### src/rtl/pc_main_if.sv
// pc_main_if: control-unit to program-counter bundle.
// Carries load/increment controls, next-address sources and the PC value.
interface pc_main_if #(
    parameter int WIDTH = 10
);
    logic             PC_LD;
    logic             PC_INC;
    logic [1:0]       PC_MUX_SEL;
    logic [WIDTH-1:0] FROM_IMMED;
    logic [WIDTH-1:0] FROM_STACK;
    logic [WIDTH-1:0] PC_COUNT;

    modport master (
        output PC_LD,
        output PC_INC,
        output PC_MUX_SEL,
        output FROM_IMMED,
        output FROM_STACK,
        input  PC_COUNT
    );

    modport slave (
        input  PC_LD,
        input  PC_INC,
        input  PC_MUX_SEL,
        input  FROM_IMMED,
        input  FROM_STACK,
        output PC_COUNT
    );
endinterface

### src/rtl/pc_main.sv
// pc_main: RAT CPU program counter.
// Registered address with a 4-way next-address mux; load beats increment.
module pc_main #(
    parameter int               WIDTH    = 10,
    parameter logic [WIDTH-1:0] INTR_VEC = 10'h3FF
) (
    input logic     CLK,
    input logic     RST,
    pc_main_if.slave bus
);

    logic [WIDTH-1:0] pc_q;
    logic [WIDTH-1:0] mux_out;

    // next-address source select
    always_comb begin
        mux_out = '0;
        case (bus.PC_MUX_SEL)
            2'd0: mux_out = bus.FROM_IMMED;
            2'd1: mux_out = bus.FROM_STACK;
            2'd2: mux_out = INTR_VEC;
            2'd3: mux_out = '0;
            default: mux_out = '0;
        endcase
    end

    // PC register: async clear, then load > increment > hold
    always_ff @(posedge CLK or negedge RST) begin
        if (!RST) begin
            pc_q <= '0;
        end else if (bus.PC_LD) begin
            pc_q <= mux_out;
        end else if (bus.PC_INC) begin
            pc_q <= pc_q + WIDTH'(1);
        end
    end

    assign bus.PC_COUNT = pc_q;

endmodule

### src/flat_wrapper.sv
// flat-port wrapper written by rule: the top's interface ports become plain ports
module pc_main_flat 
#(
    parameter int               WIDTH    = 10,
    parameter logic [WIDTH-1:0] INTR_VEC = 10'h3FF
)
  (CLK, RST, bus_PC_LD, bus_PC_INC, bus_PC_MUX_SEL, bus_FROM_IMMED, bus_FROM_STACK, bus_PC_COUNT);
  pc_main_if #(.WIDTH(WIDTH)) bus_i ();
  input logic CLK;
  input logic RST;
  input wire logic [$bits(bus_i.PC_LD)-1:0] bus_PC_LD;
  input wire logic [$bits(bus_i.PC_INC)-1:0] bus_PC_INC;
  input wire logic [$bits(bus_i.PC_MUX_SEL)-1:0] bus_PC_MUX_SEL;
  input wire logic [$bits(bus_i.FROM_IMMED)-1:0] bus_FROM_IMMED;
  input wire logic [$bits(bus_i.FROM_STACK)-1:0] bus_FROM_STACK;
  output wire logic [$bits(bus_i.PC_COUNT)-1:0] bus_PC_COUNT;
  assign bus_i.PC_LD = bus_PC_LD;
  assign bus_i.PC_INC = bus_PC_INC;
  assign bus_i.PC_MUX_SEL = bus_PC_MUX_SEL;
  assign bus_i.FROM_IMMED = bus_FROM_IMMED;
  assign bus_i.FROM_STACK = bus_FROM_STACK;
  assign bus_PC_COUNT = bus_i.PC_COUNT;
  pc_main #(.WIDTH(WIDTH), .INTR_VEC(INTR_VEC)) u_core (.CLK(CLK), .RST(RST), .bus(bus_i));
endmodule
### config.mk
export PLATFORM = sky130hd
export DESIGN_NAME = pc_main_flat
export DESIGN_NICKNAME = d
export VERILOG_FILES = /design/src/rtl/pc_main_if.sv /design/src/rtl/pc_main.sv /design/src/flat_wrapper.sv
export SDC_FILE = /design/constraint.sdc
export NUM_CORES = 1
export LEC_CHECK = 0
export CAP_MARGIN = 10
export CORE_MARGIN = 2
export CORE_UTILIZATION = 43
export CTS_CLUSTER_SIZE = 25
export DETAILED_ROUTE_END_ITERATION = 10
export PLACE_DENSITY = 0.83
export REMOVE_ABC_BUFFERS = 1
export SLEW_MARGIN = 20
export SYNTH_ARGS = -nofsm -noshare
export SYNTH_HDL_FRONTEND = slang
export SYNTH_SLANG_ARGS = --single-unit
### constraint.sdc
create_clock -name CLK -period 3.47 [get_ports CLK]
set_input_delay 1.041 -clock CLK [delete_from_list [all_inputs] [get_ports CLK]]
set_output_delay 1.041 -clock CLK [all_outputs]
set_load 0.05 [all_outputs]
==> flow_summary.toml <==
[timing]
fmax_mhz = 375
holdWs_ns = 0.625
period_minus_slack_ns = 2.66
timing.final.max_slew_violations = 0
max_slew.worst_pin.slew_ns = 0.500
rsz0062_at_grt = "false"
relSlewSlack_pct = 66.5
finalSetupViolations = 0
setup_slack_ns = 0.805
fin_skew_ns = 0.000776
hold_viol = 0
fin_setup_tns_ns = 0
min_period_over_period_pct = 76.8

[cts]
worstSkewPairLatency_ns = 0.27
numCtsBuffers = 3
cts_max_path_buffers = 2
cts_resized = 0
cts_tree = "done"
clock_sinks = 10
cts-root-buf = "clkbuf_4"
post_cts_buffers = 0
postCtsHoldBufs = 0
clkTransAtPathRegs_ns = 0.07
cts.htree.levels = 1

[cells_and_area]
area_growth_pct = 49.8
num_antenna_cells = 0
fin_util_pct = 67.4
mostFrequentLayoutCells = "clkdlybuf4s50_1, dfrtp_1, nor2_1"
num-nets-final = 144
fillers = 135
final_common_cell = "clkdlybuf4s50_1"
finalInstanceArea_um2 = 1150
drive_gt1_share_pct = 9.48
largest_reg_flops = 10

[route]
via_per_inst = 5.50
detail-route-antenna-nets = 0
wl_per_cell_um = 13.5
post-route-drc-count = 0
totalWireLength_um = 1900
first_iter_violations = 15
firstDrtPassIters = 4
via_count = 776

[power]
total_leakage_power_nw = 0.444
power.density_nw_per_um2 = 400
peakVddDrop_uv = 195

[critical_path]
crit_path_top_delay_cell = "clkdlybuf4s50_1"
crit_type = "reg -> out"
cp_cell_sequence = "clkdlybuf4s50_1"
cp_data_arrival_time_ns = 1.62
r2r_slack_ns = 1.84
r2r_end = "u_core.bus.PC_COUNT[8]"
reg2reg_from = "u_core.bus.PC_COUNT[0]"
critPathLaunchType = "flip-flop"
max_stage_delay_ns = 0.86
end_kind = "primary output"
reg2reg_depth = 4
crit_buf_inv = 1
critPathTopFamily = "buffers and inverters"
cp_data_required_time_ns = 2.43
worst-path-max-fanout = 8

[global_routing]
grt_max_degree = 15
grtUsageTotal_pct = 20.5
grt_pass1_wl_um = 3100
grt-ovfl-total = 0
grt_pass1_vias = 713
antenna_found_initial = 0

[floorplanning]
die_area_um2 = 2140
num_io_pins = 36
initial_core_util_pct = 45.0
die_h_um = 46.3
core-area_um2 = 1710
row_count = 15
fp.dieW_um = 46.3

[logic_synthesis]
synth_seq_cells = 10
synth_cell_type_count = 38
synth_area_per_cell_um2 = 9.26
synth_cells = 83
yosysWarnings = 0
ys_seq_area_share_pct = 32.6
synth_area_um2 = 768

[outcome]
run_status = "finished clean"

[placement]
dpl.hpwl_um = 1530
pre_cts_slack_ns = 0.790
gp_congestion = 0.773
port-buffer-count = 35
place_area_um2 = 1110

[hold_path]
hold_depth = 2
min_from = "u_core.bus.PC_COUNT[9]"
holdPathEnd = "u_core.bus.PC_COUNT[9]"
hp-class = "reg -> reg"

[flow_run]
drv_cap = 0
[final cells by class]
type                            instances  area (um2)  share of cell area (%)
Multi-Input combinational cell         66         479                    41.6
Timing Repair Buffer                   35         350                    30.4
Sequential cell                        10         250                    21.7
Clock buffer                            4        36.3                    3.15
Tap cell                               25        31.3                    2.72
Inverter                                1        3.75                   0.326
[report_power, final]
part / switching, mW / internal [mW] / total [mW]
registers: 0.0287 / 0.133 / 0.162
logic: 0.107 / 0.0851 / 0.192
clock network: 0.0427 / 0.0637 / 0.106
[routing by layer]
layer  part of all wire (%)  wire length [um]  global-route usage, %  up-vias
met2                     50               944                   33.9       42
met4                      0                 0                   6.86        0
met1                     44               844                   27.1      344
met5                      0                 0                      0        -
li1                       -                 -                      -      390
met3                    6.0               115                   2.75        0
[per-stage QoR]
| stage | std cells | power, mW |
|---|---|---|
| after floorplan | 77 | 0.270 |
| after global placement | 137 | 0.352 |
| after detailed placement | 137 | 0.356 |
| after CTS | 141 | 0.461 |
| after global routing | 141 | 0.486 |
| final | 141 | 0.460 |
[kinds of logic (layout without fill, tap and decap cells)]
kind of cell               after synthesis  count (layout)  synth area share, %
DFF                                     10              10                 32.6
xor gates and xnor gates                 4               4                 4.56
buffers and inverters                    7              40                 5.05
adders and majority gates                1               1                 1.63
muxes                                    3               3                 3.91
and+or+nand+nor                         29              29                 22.2
AOI/OAI and AO/OA                       29              29                 30.1
[worst max-delay path by stage]
stage	depth (start not counted)	from	to	slack, ns
global placement	4	bus_PC_INC	u_core.bus.PC_COUNT[8]	0.83
CTS	1	u_core.bus.PC_COUNT[0]	bus_PC_COUNT[0]	0.80
floorplan	3	bus_PC_INC	u_core.bus.PC_COUNT[8]	1.61
detailed placement	4	bus_PC_INC	u_core.bus.PC_COUNT[8]	0.79
finish	1	u_core.bus.PC_COUNT[0]	bus_PC_COUNT[0]	0.81
global route	1	u_core.bus.PC_COUNT[0]	bus_PC_COUNT[0]	0.74
[cells in the mapped netlist]
| cell type | instances | area (um2) |
|---|---|---|
| a211o_1 | 1 | 8.76 |
| a211oi_1 | 2 | 15.0 |
| a21oi_1 | 1 | 5.00 |
| a22oi_1 | 1 | 7.51 |
| a2bb2oi_1 | 6 | 52.6 |
| a31oi_1 | 3 | 18.8 |
| and2_1 | 1 | 6.26 |
| and3b_1 | 1 | 8.76 |
| and4_2 | 1 | 10.0 |
| buf_2 | 1 | 5.00 |
| buf_4 | 3 | 22.5 |
| clkbuf_1 | 2 | 7.51 |
| dfrtp_1 | 10 | 250 |
| ha_1 | 1 | 12.5 |
| inv_1 | 1 | 3.75 |
| mux2i_1 | 3 | 30.0 |
| nand2_1 | 3 | 11.3 |
| nand2b_1 | 1 | 6.26 |
| nand3_1 | 2 | 10.0 |
| nand3b_1 | 1 | 7.51 |
| nand4_1 | 4 | 25.0 |
| nand4_2 | 1 | 12.5 |
| nor2_1 | 7 | 26.3 |
| nor2b_1 | 2 | 12.5 |
| nor3_1 | 1 | 5.00 |
| o2111a_1 | 1 | 11.3 |
| o211a_1 | 1 | 10.0 |
| o211ai_1 | 2 | 15.0 |
| o21a_1 | 1 | 7.51 |
| o21ai_0 | 2 | 10.0 |
| o21ba_2 | 3 | 30.0 |
| o311ai_0 | 1 | 8.76 |
| o31a_1 | 1 | 8.76 |
| o31ai_1 | 3 | 22.5 |
| or2_2 | 1 | 6.26 |
| or3_2 | 1 | 7.51 |
| or4_1 | 2 | 15.0 |
| xor2_1 | 4 | 35.0 |
Power figures use the tool's default switching activity.
